===== src/rtl/ram_burst_reader.sv =====
// Burst read sequencer for the ram_dp read port: turns (address, count) commands into
// a valid/ready word stream, hiding the RAM's one-cycle read latency behind a 2-entry buffer.
module ram_burst_reader_chk (
  input logic       clk,
  input logic       rst_n,
  input logic [1:0] occ,
  input logic       data_valid,
  input logic       pop
);

  // A word arriving from the RAM must always find room in the buffer.
  assert property (@(posedge clk) disable iff (!rst_n) !(occ == 2'd2 && data_valid && !pop))
    else $error("ram_burst_reader: output buffer overflow");

  // Occupancy never leaves its legal range.
  assert property (@(posedge clk) disable iff (!rst_n) occ != 2'd3)
    else $error("ram_burst_reader: illegal buffer occupancy");

endmodule

module ram_burst_reader #(
  parameter int DataWidth  = 8,
  parameter int AddrWidth  = 10,
  parameter int CountWidth = 11
) (
  input  logic                  clk,
  input  logic                  rst_n,
  input  logic                  start,
  input  logic [AddrWidth-1:0]  start_addr,
  input  logic [CountWidth-1:0] start_count,
  output logic                  busy,
  output logic                  done,
  output logic                  ram_read_en,
  output logic [AddrWidth-1:0]  ram_read_addr,
  input  logic [DataWidth-1:0]  ram_read_data,
  output logic                  out_valid,
  input  logic                  out_ready,
  output logic [DataWidth-1:0]  out_data,
  output logic                  out_last
);

  typedef enum logic [1:0] {
    IDLE = 2'd0,
    RUN  = 2'd1,
    DONE = 2'd2
  } state_t;

  state_t                state_r;
  logic [AddrWidth-1:0]  addr_r;
  logic [CountWidth-1:0] count_r;
  logic [CountWidth-1:0] issued_r;
  logic [CountWidth-1:0] delivered_r;
  logic                  busy_r;
  logic                  done_r;
  logic                  rd_en_r;
  logic [AddrWidth-1:0]  rd_addr_r;
  logic                  dv_r;
  logic [1:0]            occ_r;
  logic [DataWidth-1:0]  buf0_r;
  logic [DataWidth-1:0]  buf1_r;

  logic                  out_valid_s;
  logic [DataWidth-1:0]  head_s;
  logic                  pop_s;
  logic                  last_s;
  logic [2:0]            held_s;
  logic                  issue_s;

  // Stream head, handshake and read-issue credit decision.
  always_comb begin
    out_valid_s = 1'b0;
    head_s      = {DataWidth{1'b0}};
    // An empty buffer forwards the word currently on the RAM bus so no cycle is lost.
    if (occ_r != 2'd0) begin
      out_valid_s = 1'b1;
      head_s      = buf0_r;
    end else if (dv_r) begin
      out_valid_s = 1'b1;
      head_s      = ram_read_data;
    end else begin
      out_valid_s = 1'b0;
      head_s      = {DataWidth{1'b0}};
    end
    pop_s  = out_valid_s && out_ready;
    last_s = out_valid_s && (delivered_r == count_r - CountWidth'(1));
    // Words held or owed to the buffer: buffered, on the RAM bus, and being read now.
    held_s = {1'b0, occ_r} + {2'b00, dv_r} + {2'b00, rd_en_r} - {2'b00, pop_s};
    if (state_r == RUN && issued_r < count_r && held_s < 3'd2) begin
      issue_s = 1'b1;
    end else begin
      issue_s = 1'b0;
    end
  end

  // Control FSM, RAM read issue, output buffer and burst counters.
  always_ff @(posedge clk) begin
    if (!rst_n) begin
      state_r     <= IDLE;
      addr_r      <= {AddrWidth{1'b0}};
      count_r     <= {CountWidth{1'b0}};
      issued_r    <= {CountWidth{1'b0}};
      delivered_r <= {CountWidth{1'b0}};
      busy_r      <= 1'b0;
      done_r      <= 1'b0;
      rd_en_r     <= 1'b0;
      rd_addr_r   <= {AddrWidth{1'b0}};
      dv_r        <= 1'b0;
      occ_r       <= 2'd0;
      buf0_r      <= {DataWidth{1'b0}};
      buf1_r      <= {DataWidth{1'b0}};
    end else begin
      done_r  <= 1'b0;
      dv_r    <= rd_en_r;
      rd_en_r <= issue_s;
      if (issue_s) begin
        rd_addr_r <= addr_r;
        addr_r    <= addr_r + AddrWidth'(1);
        issued_r  <= issued_r + CountWidth'(1);
      end

      case (occ_r)
        2'd0: begin
          if (dv_r && !pop_s) begin
            buf0_r <= ram_read_data;
            occ_r  <= 2'd1;
          end
        end
        2'd1: begin
          if (pop_s && dv_r) begin
            buf0_r <= ram_read_data;
          end else if (pop_s) begin
            occ_r <= 2'd0;
          end else if (dv_r) begin
            buf1_r <= ram_read_data;
            occ_r  <= 2'd2;
          end
        end
        2'd2: begin
          if (pop_s) begin
            buf0_r <= buf1_r;
            if (dv_r) begin
              buf1_r <= ram_read_data;
            end else begin
              occ_r <= 2'd1;
            end
          end
        end
        default: occ_r <= 2'd0;
      endcase

      if (pop_s) begin
        delivered_r <= delivered_r + CountWidth'(1);
      end
      if (pop_s && last_s) begin
        busy_r <= 1'b0;
      end

      case (state_r)
        IDLE: begin
          if (start && !busy_r) begin
            if (start_count == {CountWidth{1'b0}}) begin
              done_r <= 1'b1;
            end else begin
              state_r     <= RUN;
              busy_r      <= 1'b1;
              addr_r      <= start_addr;
              count_r     <= start_count;
              issued_r    <= {CountWidth{1'b0}};
              delivered_r <= {CountWidth{1'b0}};
            end
          end
        end
        RUN: begin
          if (delivered_r == count_r) begin
            state_r <= DONE;
            done_r  <= 1'b1;
          end
        end
        DONE:    state_r <= IDLE;
        default: state_r <= IDLE;
      endcase
    end
  end

  assign busy          = busy_r;
  assign done          = done_r;
  assign ram_read_en   = rd_en_r;
  assign ram_read_addr = rd_addr_r;
  assign out_valid     = out_valid_s;
  assign out_data      = head_s;
  assign out_last      = last_s;

  ram_burst_reader_chk u_chk (
    .clk        (clk),
    .rst_n      (rst_n),
    .occ        (occ_r),
    .data_valid (dv_r),
    .pop        (pop_s)
  );

endmodule


===== config.mk =====
export PLATFORM = sky130hd
export DESIGN_NAME = ram_burst_reader
export DESIGN_NICKNAME = d
export VERILOG_FILES = /design/src/rtl/ram_burst_reader.sv
export SDC_FILE = /design/constraint.sdc
export NUM_CORES = 1
export LEC_CHECK = 0
export ABC_AREA = 0
export ABC_CLOCK_PERIOD_IN_PS = 6300
export CAP_MARGIN = 20
export CORE_ASPECT_RATIO = 0.75
export CORE_MARGIN = 5
export CORE_UTILIZATION = 50
export CTS_CLUSTER_DIAMETER = 30
export DETAILED_ROUTE_END_ITERATION = 8
export PLACE_DENSITY = 0.78
export SYNTH_ARGS = -nofsm -noshare
export SYNTH_HDL_FRONTEND = slang
export SYNTH_SLANG_ARGS = --single-unit

===== constraint.sdc =====
create_clock -name clk -period 6.3 [get_ports clk]
set_clock_uncertainty 0.2 [all_clocks]
set_input_delay 0.63 -clock clk [delete_from_list [all_inputs] [get_ports clk]]
set_output_delay 0.63 -clock clk [all_outputs]
set_load 0.005 [all_outputs]

### Yosys cells after proc, flatten, opt, wreduce, memory -nomap -nowiden

Index checks and enable logic that the tools add are counted.

| storage, ports and cells | value |
|---|---|
| output and inout port bits | 23 |
| register bits | 77 |
| bits of input ports | 33 |

| operators by class | value |
|---|---|
| bitwise operators | 1 |
| muxes and demuxes | 45 |
| $lt $le $gt $ge | 2 |
| eq/ne operators | 15 |
| reduce and logical (&&, ||, !) cells | 21 |
| $add $sub $neg | 7 |

Operator list:

| cell | count |
|---|---|
| 2-to-1 mux 11 bit | 8 |
| 2-to-1 mux 8 bit | 9 |
| 2-to-1 mux 10 bit | 4 |
| case mux 8 bit (3 select lines) | 1 |
| adder 11 x 1 -> 11 bit, second input constant | 2 |
| equality test 11 bit | 2 |
| 2-to-1 mux 2 bit | 9 |
| != test 2 bit, second input constant | 8 |
| case mux 8 bit (2 select lines) | 1 |
| zero test 11 bit | 1 |
| < comparator 11 bit | 1 |
| subtractor 11 x 1 -> 11 bit, second input constant | 1 |
| adder 10 x 1 -> 10 bit, second input constant | 1 |
| 2-to-1 mux 1 bit | 10 |
| logical AND 1 bit | 8 |
| AND reduction 4 bit | 2 |
| case mux 2 bit (3 select lines) | 1 |
| AND reduction 3 bit | 2 |
| AND reduction 5 bit | 1 |
| equality test 2 x 1 -> 1 bit, second input constant | 2 |
| zero test 2 bit | 2 |
| case mux 2 bit (2 select lines) | 1 |
| nonzero test 2 bit | 2 |
| adder 2 x 1 -> 3 bit | 1 |
| 10 further kinds | 11 |

### Logic depth before layout (Yosys ltp)

| logic depth | value |
|---|---|
| depth after elaboration | 11 |
| depth in mapped cells | 15 |
| mapped depth without buffers | 12 |

### Least setup slack after synthesis

No wires, ideal clock.

| timing path | value |
|---|---|
| path kind | register to register |
| start | register occ_r[0] |
| end | register issued_r[10] |
| stages on the path, launching flop included | 14 |
| setup time | 0.070 ns |
| slack | 2.523 ns |
| data required time | 6.030 ns |
| clock period less this slack | 3.777 ns |
| data arrival time | 3.507 ns |
| path through | dfxtp_1 clkbuf_1 or3_1 nand2_1 ha_1 ha_1 a21o_1 fa_1 nor2_1 o2111ai_2 a211oi_4 o2111ai_2 or4_1 a21oi_1 |

| between the ends | value |
|---|---|
| longest elaborated chain between the ends | 11 |
| elaborated cells on any way between the ends | 13 |
| those cells by class | add/sub (3); order compare (1); mux (6); reduce/logical (3) |

Ends and longest elaborated chain:

| item | RTL line | source |
|---|---|---|
| start, declared | 58 | `logic [1:0] occ_r;` |
| start signal, assigned | 108 | `occ_r <= 2'd0;` |
| start signal, assigned | 125 | `occ_r <= 2'd1;` |
| start signal, assigned | 132 | `occ_r <= 2'd0;` |
| nonzero test 2 bit * | 74 | `if (occ_r != 2'd0) begin` |
| 2-to-1 mux 1 bit * | 74 |  |
| net out_valid | 36 | `output logic out_valid,` |
| logical AND 1 bit * | 84 | `pop_s = out_valid_s && out_ready;` |
| subtractor 3 x 1 -> 3 bit * | 87 | `held_s = {1'b0, occ_r} + {2'b00, dv_r} + {2'b00, rd_en_r} - {2'b00, pop_s};` |
| < comparator 3 x 2 -> 1 bit * | 88 | `if (state_r == RUN && issued_r < count_r && held_s < 3'd2) begin` |
| logical AND 1 bit * | 88 |  |
| 2-to-1 mux 1 bit * | 88 |  |
| 2-to-1 mux 11 bit * | 115 | `if (issue_s) begin` |
| 2-to-1 mux 11 bit | 161 | `if (start_count == {CountWidth{1'b0}}) begin` |
| 2-to-1 mux 11 bit | 160 | `if (start && !busy_r) begin` |
| 2-to-1 mux 11 bit * | 158 | `case (state_r)` |
| end signal, assigned | 101 | `issued_r <= {CountWidth{1'b0}};` |
| end signal, assigned | 118 | `issued_r <= issued_r + CountWidth'(1);` |
| end signal, assigned | 168 | `issued_r <= {CountWidth{1'b0}};` |
| end, declared | 51 | `logic [CountWidth-1:0] issued_r;` |

The timed path passes the listed nets; every way through them passes the cells marked *.
A chain may end at the register's enable or synchronous reset.

### Worst setup path in the final report

| timing path | value |
|---|---|
| start | register dv_r |
| end | register addr_r[4] |

| between the ends | value |
|---|---|
| longest elaborated chain between the ends | 11 |
| elaborated cells on any way between the ends | 13 |
| those cells by class | add/sub (3); order compare (1); mux (7); reduce/logical (2) |

Ends and longest elaborated chain:

| item | RTL line | source |
|---|---|---|
| start, declared | 57 | `logic dv_r;` |
| start signal, assigned | 113 | `dv_r <= rd_en_r;` |
| parallel branches: the longest is 3 deep, another holds adder 2 x 1 -> 3 bit | n/a |  |
| subtractor 3 x 1 -> 3 bit * | 87 |  |
| < comparator 3 x 2 -> 1 bit * | 88 |  |
| logical AND 1 bit * | 88 |  |
| 2-to-1 mux 1 bit * | 88 |  |
| 2-to-1 mux 10 bit * | 115 |  |
| 2-to-1 mux 10 bit | 161 |  |
| 2-to-1 mux 10 bit | 160 |  |
| 2-to-1 mux 10 bit * | 158 |  |
| end signal, assigned | 99 | `addr_r <= {AddrWidth{1'b0}};` |
| end signal, assigned | 117 | `addr_r <= addr_r + AddrWidth'(1);` |
| end signal, assigned | 166 | `addr_r <= start_addr;` |
| end, declared | 49 | `logic [AddrWidth-1:0] addr_r;` |

Every way passes the cells marked *.

==> qor.txt <==
TritonCTS clock tree -> yes
largest net degree at the start of global routing -> 57
YS warnings -> 0
Crit path largest cell delay -> 0.64 ns
f_max -> 231 MHz
Slew Limit Fails -> 0
die width -> 116 µm
met3 usage -> 5.28%
Overall Power -> 1.16 mW
chip height -> 89.2 µm
LEAKAGE -> 1.85 nW
Clk pin slew, worst setup/hold paths -> 0.08 ns
htree depth -> 3
Post-Syn Area per Cell -> 8.28 µm²
Synth Flop Type -> dfxtp_1
distinct cell type count after synthesis -> 50
FF/Latch Area -> 1540 µm²
Crit path top cell by count -> ha_1
cts bufs inserted -> 9
# DRC -> 0
Post-Syn Nets -> 556
RSZ-0062 raised after global routing -> no
initial antenna violation count -> 0
crit path DAT -> 4.41 ns
async set or reset register ratio after synthesis -> 0%
vias per cell -> 5.54
vias -> 3650
area leader, netlist -> dfxtp_1
critical path peak fanout -> 22
sequential share of the synthesized area -> 36.9%
PD cells -> 232 nW/µm²
worst-margin pin slew -> 0.990 ns
Slowest-stage cell, CP -> dfxtp_1
fillers -> 673
area occupied by multi-input gates -> 2460 µm²
Worst-Skew Late Latency -> 0.34 ns
Inserted Diodes -> 0
IO buf count -> 55
Peak supply drop -> 140 µV
per-cell routed wire length -> 14.9 µm
met1 Use GR -> 28.0%
Synth area leaders -> dfxtp_1, nand2_1, ha_1, mux2i_1, xnor2_1
CTS Buffer Depth -> 2
Placer Congestion -> 0.942
CTS Root Buffer Type -> clkbuf_8
# clock sinks -> 77
post-synth top area share -> 36.9%
die area -> 10300 µm²
CP Class -> reg2reg
max_cap viols -> 0
hold buffers post-CTS -> 0
Initial Utilization -> 52.1%
post-DP HPWL -> 7270 µm
Worst EP required -> 6.37 ns
Core Area -> 8020 µm²
Cells after Synth -> 505
remaining global-route overflow -> 0
Final setup viols -> 0
synth-to-layout area growth -> 19.7%
post-route core utilization -> 62.4%
First DRT Iteration DRCs -> 132
post-CTS sizing -> 0
Antenna Nets Post-Route -> 0
TNS Setup -> 0 ns
WL final -> 9820 µm
Mapped Area -> 4180 µm²
FF+latch count, synth -> 77
row count -> 28
Hold WS -> 0.256 ns
vias in the first global route -> 3594
first-pass GRT wire length -> 16700 µm
Total Routing Usage GR -> 20.2%
HP Class -> reg2reg
I/O Pins -> 56
Final Hold Fails -> 0
crit path capture type -> flop
EDFF count, synth -> 0
GRT busiest layer -> met2
post-CTS setup buffer count -> 0
final net count -> 601
min Tclk post-route -> 4.34 ns
outcome -> finished clean
met2 Usage GRT -> 31.4%
relative slew slack -> 33.0%
worst path cell trace -> or3_1, nand2_1, ha_1, ha_1, a21o_1, fa_1, nor2_1, o2111ai_2, a211oi_4, o21ai_2, or4_1, a31oi_1
Worst setup SP type -> flop
fraction of layout cells with a size suffix above 1 -> 6.32%
Pre-Repair DR Iteration Count -> 4
period utilization -> 68.8%
[through the flow]
| stage | cells | cell area [µm²] | setup WS, ns |
|---|---|---|---|
| after floorplan | 505 | 4180 | 2.52 |
| after global placement | 644 | 4780 | 1.79 |
| after global routing | 659 | 5000 | 1.74 |
| final | 659 | 5000 | 1.96 |
| after detailed placement | 644 | 4780 | 1.65 |
| after CTS | 659 | 5000 | 1.98 |
[synthesized netlist by cell type (12+ instances only)]
master    count
o21ai_0      31
nand2_1      85
xnor2_1      18
nand3_1      12
clkbuf_1     15
a21boi_0     20
dfxtp_1      77
inv_1        21
xor2_1       17
nor2_1       26
mux2i_1      17
ha_1         17
a21oi_1      25
nor2b_1      20
[final timing paths]
check	from	slack, ns	end	depth (start not counted)
worst min register to register	state_r[1]	0.26	done	1
worst min-delay path	state_r[1]	0.26	done	1
worst max-delay path	dv_r	1.96	addr_r[4]	12
worst max register to register	dv_r	1.96	addr_r[4]	12
[per-layer routing]
layer | vias up | share of wire, %
li1 | 1832 | -
met5 | - | 0
met4 | 0 | 0.71
met1 | 1705 | 49
met3 | 10 | 6.1
met2 | 103 | 44
[kinds of logic after synthesis]
group                    after synthesis  share of synthesized area (%)
AO/OA/AOI/OAI                        111                           17.4
XOR/XNOR                              35                           7.33
adder cells (fa/ha/maj)               18                           5.57
buffers and inverters                 45                           4.25
flip-flops                            77                           36.9
multiplexers                          25                           6.22
AND/OR/NAND/NOR                      194                           22.4
[sequential cells by signal, indices dropped and copies added (netlist names)]
name           cells
count_r           11
delivered_r       11
issued_r          11
addr_r            10
ram_read_addr     10
buf0_r             8
buf1_r             8
occ_r              2
state_r            2
busy               1
done               1
dv_r               1
ram_read_en        1
[cell usage in the layout (no fill, tap or decap), types with 3 or more instances in the layout]
cell type,count
nand4_1,6
a21oi_1,25
or4_1,3
xor2_1,17
nor4_1,6
a31oi_1,5
o21ai_0,31
nand2b_1,3
o211ai_1,6
o21a_1,5
and2_1,4
or3_1,8
dfxtp_1,77
and3_1,4
inv_1,21
ha_1,17
mux2_2,8
clkbuf_8,10
nand3_1,12
xnor2_1,18
nand2_1,85
nor2b_1,20
a21boi_0,20
nor2_1,26
nor3_1,7
mux2i_1,17
clkdlybuf4s50_1,55
o31ai_1,3
[final cells by class]
cell class / count / share of cell area, %
well taps: 105 / 2.63
clock buffers: 10 / 2.75
repair buffers: 57 / 11.3
flip-flops and latches: 77 / 30.8
clock inverters: 5 / 1.67
inverters: 22 / 1.65
multi-input cells: 383 / 49.2
[where the power goes]
group / internal (mW) / switching, mW / leakage [nW]
combinational: 0.0913 / 0.118 / 1.12
sequential: 0.509 / 0.0280 / 0.625
clock: 0.233 / 0.182 / 0.105
total: 0.834 / 0.328 / 1.85
[critical path, delay by kind of cell (launching register included)]
family | cells | cell delay, ns
flip-flops | 1 | 0.64
adder cells (fa/ha/maj) | 3 | 1.01
AND/OR/NAND/NOR | 4 | 1.10
AO/OA/AOI/OAI | 5 | 1.31
Note: power is estimated with default switching activity, not from simulation.
